**config.mk**
```make
export PLATFORM = sky130hd
export DESIGN_NAME = k12a_inst_queue
export DESIGN_NICKNAME = d
export VERILOG_FILES = /design/src/rtl/k12a_inst_queue.sv
export SDC_FILE = /design/constraint.sdc
export NUM_CORES = 1
export LEC_CHECK = 0
export ABC_AREA = 1
export CAP_MARGIN = 10
export CELL_PAD_IN_SITES_DETAIL_PLACEMENT = 0
export CELL_PAD_IN_SITES_GLOBAL_PLACEMENT = 1
export CORE_ASPECT_RATIO = 1.75
export CORE_MARGIN = 5
export CORE_UTILIZATION = 40
export CTS_CLUSTER_DIAMETER = 200
export CTS_CLUSTER_SIZE = 28
export DETAILED_ROUTE_END_ITERATION = 8
export PLACE_DENSITY_LB_ADDON = 0.1
export SYNTH_ARGS = -nofsm -noshare
export SYNTH_HDL_FRONTEND = slang
export SYNTH_SLANG_ARGS = --single-unit
```
**constraint.sdc**
```tcl
create_clock -name cpu_clock -period 2.1 [get_ports cpu_clock]
set_input_delay 0.42 -clock cpu_clock [delete_from_list [all_inputs] [get_ports cpu_clock]]
set_output_delay 0.42 -clock cpu_clock [all_outputs]
set_load 0.01 [all_outputs]
```
**src/rtl/k12a_inst_queue.sv**
```systemverilog
// rtl/k12a_inst_queue.sv - byte-serial instruction assembler feeding a circular queue of complete instructions
// Optional same-cycle bypass when empty: define K12A_INST_QUEUE_BYPASS_EN.
module k12a_inst_queue #(
    parameter int INST_BYTES = 2,
    parameter int DEPTH      = 2,
    localparam int IW        = 8 * INST_BYTES,
    localparam int IDXW      = (INST_BYTES > 1) ? $clog2(INST_BYTES) : 1,
    localparam int CNTW      = $clog2(DEPTH + 1)
) (
    input  logic            cpu_clock,
    input  logic            reset_n,
    input  logic [7:0]      i_data_bus,
    input  logic            i_byte_store,
    output logic            o_byte_ready,
    output logic [IDXW-1:0] o_byte_index,
    input  logic            i_flush,
    output logic [IW-1:0]   o_inst,
    output logic            o_inst_valid,
    input  logic            i_inst_ack,
    output logic [CNTW-1:0] o_count,
    output logic            o_overflow
);

    localparam int PW   = (INST_BYTES > 1) ? INST_BYTES - 1 : 1;
    localparam int PTRW = (DEPTH > 1) ? $clog2(DEPTH) : 1;
    localparam logic [IDXW-1:0] LAST_IDX = IDXW'(INST_BYTES - 1);
    localparam logic [CNTW-1:0] FULL_CNT = CNTW'(DEPTH);
    localparam logic [PTRW-1:0] LAST_PTR = PTRW'(DEPTH - 1);

    logic [IW-1:0]   r_slot [DEPTH];
    logic [8*PW-1:0] r_partial;
    logic [PTRW-1:0] r_head;
    logic [PTRW-1:0] r_tail;
    logic [CNTW-1:0] r_count;
    logic [IDXW-1:0] r_index;
    logic            r_overflow;

    logic [IW-1:0]   w_full_inst;
    logic            w_ready;
    logic            w_accept;
    logic            w_complete;
    logic            w_nonempty;
    logic            w_bypass;
    logic            w_pop;
    logic            w_push;

    function automatic logic [PTRW-1:0] next_ptr(input logic [PTRW-1:0] ptr);
        return (ptr == LAST_PTR) ? '0 : ptr + PTRW'(1);
    endfunction

    generate
        if (INST_BYTES == 1) begin : g_single
            assign w_full_inst = i_data_bus;
        end else begin : g_multi
            assign w_full_inst = {r_partial, i_data_bus};
        end
    endgenerate

    assign w_ready    = (r_count != FULL_CNT);
    assign w_accept   = i_byte_store & w_ready & ~i_flush;
    assign w_complete = w_accept & (r_index == LAST_IDX);
    assign w_nonempty = (r_count != '0);

`ifdef K12A_INST_QUEUE_BYPASS_EN
    assign w_bypass = w_complete & ~w_nonempty;
`else
    assign w_bypass = 1'b0;
`endif

    // A bypassed instruction that is acked in the same cycle never occupies a slot.
    assign w_pop  = i_inst_ack & w_nonempty & ~i_flush;
    assign w_push = w_complete & ~(w_bypass & i_inst_ack);

    assign o_byte_ready = w_ready;
    assign o_byte_index = r_index;
    assign o_count      = r_count;
    assign o_overflow   = r_overflow;
    assign o_inst_valid = w_nonempty | w_bypass;
    assign o_inst       = w_nonempty ? r_slot[r_head] : (w_bypass ? w_full_inst : '0);

    always_ff @(posedge cpu_clock or negedge reset_n) begin
        if (!reset_n) begin
            r_head     <= '0;
            r_tail     <= '0;
            r_count    <= '0;
            r_index    <= '0;
            r_overflow <= 1'b0;
        end else begin
            if (i_byte_store && !w_ready) begin
                r_overflow <= 1'b1;
            end
            if (i_flush) begin
                r_head  <= '0;
                r_tail  <= '0;
                r_count <= '0;
                r_index <= '0;
            end else begin
                if (w_accept) begin
                    r_index <= w_complete ? '0 : r_index + IDXW'(1);
                end
                if (w_push) begin
                    r_tail <= next_ptr(r_tail);
                end
                if (w_pop) begin
                    r_head <= next_ptr(r_head);
                end
                case ({w_push, w_pop})
                    2'b10:   r_count <= r_count + CNTW'(1);
                    2'b01:   r_count <= r_count - CNTW'(1);
                    default: r_count <= r_count;
                endcase
            end
        end
    end

    // Data storage needs no reset: stale contents are masked by count and index.
    always_ff @(posedge cpu_clock) begin
        if (w_accept && !w_complete) begin
            r_partial[8*(PW-1-int'(r_index)) +: 8] <= i_data_bus;
        end
        if (w_push) begin
            r_slot[r_tail] <= w_full_inst;
        end
    end

endmodule

```
==> results.json <==
{
  "synth.cell_area_mm2": 0.00184,
  "period_share": 0.936,
  "synthMostInstantiatedCell": "nand2_1",
  "hold_path.class": "in2async",
  "clock_power_share": 0.336,
  "crit_family": "flip-flops",
  "yosysWarnings": 0,
  "fin_crit_ps": 1970,
  "final-hold-violation-count": 0,
  "cts_root_buffer": "clkbuf_8",
  "cp_slowest_stage_delay_ps": 630,
  "fill_cells": 394,
  "h-tree-depth": 2,
  "n_antenna_cell": 0,
  "cp_data_required_time_ps": 1680,
  "worstMarginPinSlew_ps": 464,
  "yosysSeqAreaShare": 0.733,
  "die_y_um": 99.8,
  "drc": 0,
  "fin_ws_ps": 135,
  "syn_to_final_growth_pct": 35.5,
  "power_switching_share": 0.202,
  "antenna_found_initial": 0,
  "setup.worst_path.start_class": "register",
  "start_util": 0.415,
  "critPathSlowestCell": "dfrtp_1",
  "clkTransAtPathRegs_ps": 80,
  "finalSetupTns_ps": 0,
  "wl_per_cell_um": 14.1,
  "vdd_drop_max_mv": 0.446,
  "layout.nets": 220,
  "power.density_mw_per_mm2": 738,
  "clockBufferDepth": 2,
  "clock.fmax_mhz": 509,
  "yosys.area.top_type": "edfxtp_1",
  "first_pass_iters": 4,
  "design.die.area_mm2": 0.00612,
  "rows": 32,
  "cts_buffers": 5,
  "finalSetupViolations": 0,
  "dp_hpwl_um": 2510,
  "dp_slack_ps": 1.36,
  "syn_area_per_cell_um2": 11.7,
  "die_x_um": 61.3,
  "viasPerCell": 4.91,
  "internal-power_uw": 1470,
  "synth_edf_count": 40,
  "ios": 35,
  "pwr-share-comb": 0.100,
  "grt_pass1_wl_um": 5950,
  "drtIter0Drc": 50,
  "p_seq_frac": 0.564,
  "final_max_slew_viol_count": 0,
  "grt_overflow": 0,
  "syn_nets": 170,
  "synth_top_cell_area_share": 0.652,
  "path_max_fanout": 12,
  "final_antenna_net_count": 0,
  "cp-end-kind": "output port",
  "clkSinkCount": 46,
  "worstSetupPathType": "reg2out",
  "power.switching_uw": 373,
  "grt_max_degree": 18,
  "ys_top_cells_by_area": "edfxtp_1 65%, nand2_1 9.0%, dfrtp_1 8.1%, a21oi_1 4.9%, inv_1 2.9%",
  "grt_usage": 0.135,
  "netlist_instances": 157,
  "port_buffers": 34,
  "synthArstFlopShare": 0.130,
  "crit_chain": "clkdlybuf4s50_1",
  "grt_setup_unrepaired": "no",
  "synth_common_cells": "44 x nand2_1, 40 x edfxtp_1, 18 x a21oi_1",
  "gp_congestion": 0.813,
  "worstPathBufferInverterCount": 1,
  "finalNonFillerCells": 259,
  "relSlewSlack": 0.691,
  "status": "complete, no violations",
  "fp.coreArea_mm2": 0.00444,
  "synth_seq_cells": 46,
  "ys_types": 20,
  "clk_latency_ps": 290,
  "grt_pass1_vias": 1245,
  "p_leak_uw": 0.00120,
  "drt_wl_total_um": 3650,
  "fin_skew_ps": 3.99,
  "worstPathArrival_ps": 1550,
  "drive_gt1_frac": 0.149,
  "dp.cells": 244,
  "maxCapViolCount": 0,
  "reg2reg_slack_ps": 430,
  "cts_tree": "done",
  "ys.flop_type": "edfxtp_1",
  "vias": 1271
}
-- logic make-up (layout without fill, tap and decap cells) --
kind of cell / Yosys count / count (layout) / synth area share
and+or+nand+nor: 65 / 65 / 0.149
DFF: 46 / 46 / 0.733
buffers and inverters: 22 / 73 / 0.0475
AOI/OAI and AO/OA: 24 / 24 / 0.0706
-- path summary, 6_finish.rpt --
kind	start	endpoint	cells past startpoint
max in group asynchronous	reset_n	r_head	1
hold / removal	reset_n	o_count[0]	1
setup reg to reg	o_byte_index	r_slot[0][8]	5
setup / recovery	o_byte_index	o_byte_index	1
min in group cpu_clock	r_partial[2]	r_slot[0][10]	0
hold reg to reg	r_partial[2]	r_slot[0][10]	0
-- cells in the final DEF (no fill, tap or decap) --
cell type         n
buf_12            1
edfxtp_1         40
nor2_4            1
bufinv_16         1
clkbuf_8          5
nand2_1          44
inv_2             2
inv_8             1
buf_4            12
nor2_2            1
nand3b_1          1
clkbuf_1          2
nand3_2           1
clkdlybuf4s50_1  18
buf_8             1
nand2_2           2
nor2_1           11
nand3_1           3
a21oi_2           1
dlygate4sd2_1     3
dfrtp_1           5
a21oi_1          18
o22ai_1           1
dfrtp_2           1
inv_1            14
nor3_2            1
dlymetal6s2s_1   13
o21ai_0           1
o21bai_1          2
o21ai_1           1
-- final cells by class --
cell class	count	area (µm²)	share of cell area
clock inverters	1	30.0	0.0120
inverters	17	71.3	0.0286
repair buffers	48	494	0.198
flip-flops and latches	46	1350	0.542
well taps	51	63.8	0.0256
multi-input cells	89	409	0.164
clock buffers	7	76.3	0.0306
-- routing by layer --
metal | vias to the layer above | share of wire | wire length (µm) | global-route usage
met5 | - | 0 | 0 | 0
met3 | 7 | 0.061 | 223 | 0.0296
li1 | 628 | - | - | -
met1 | 597 | 0.36 | 1300 | 0.153
met2 | 39 | 0.56 | 2040 | 0.228
met4 | 0 | 0.023 | 83 | 0.0651
-- state kept, by name, summed over array words and instances, names as in the netlist --
| name | cells |
|---|---|
| r_tail | 1 |
| o_byte_index | 1 |
| r_head | 1 |
| r_partial | 8 |
| o_overflow | 1 |
| r_slot | 32 |
| o_count | 2 |
-- power groups by stage --
stage | clock (µW) | combinational [µW] | sequential (µW)
after CTS | 638 | 189 | 1040
final | 620 | 184 | 1040
after detailed placement | 0 | 176 | 1060
after floorplan | 0 | 77.0 | 1060
after global placement | 0 | 173 | 1060
after global routing | 674 | 202 | 1040
-- per-stage QoR --
stage | total power, µW | util | instance area (µm²) | hold WS (ps)
2_1_floorplan | 1130 | - | 1840 | 124
3_3_place_gp | 1230 | 0.515 | 2290 | 424
3_5_place_dp | 1240 | 0.515 | 2290 | 431
4_1_cts | 1870 | 0.552 | 2450 | 388
5_1_grt | 1920 | 0.562 | 2500 | 386
6_report | 1840 | 0.562 | 2500 | 382
-- repair_timing --
| action | CTS | global route |
|---|---|---|
| hold buffers | 0 | 0 |
| pin swaps | 1 | 0 |
| hold endpoints to repair | 0 | 0 |
| resized for setup | 6 | 17 |
| buffers inserted | 7 | 0 |
| gates cloned | 0 | 0 |
| setup endpoints to repair | 16 | 13 |
Power figures use the tool's default switching activity.
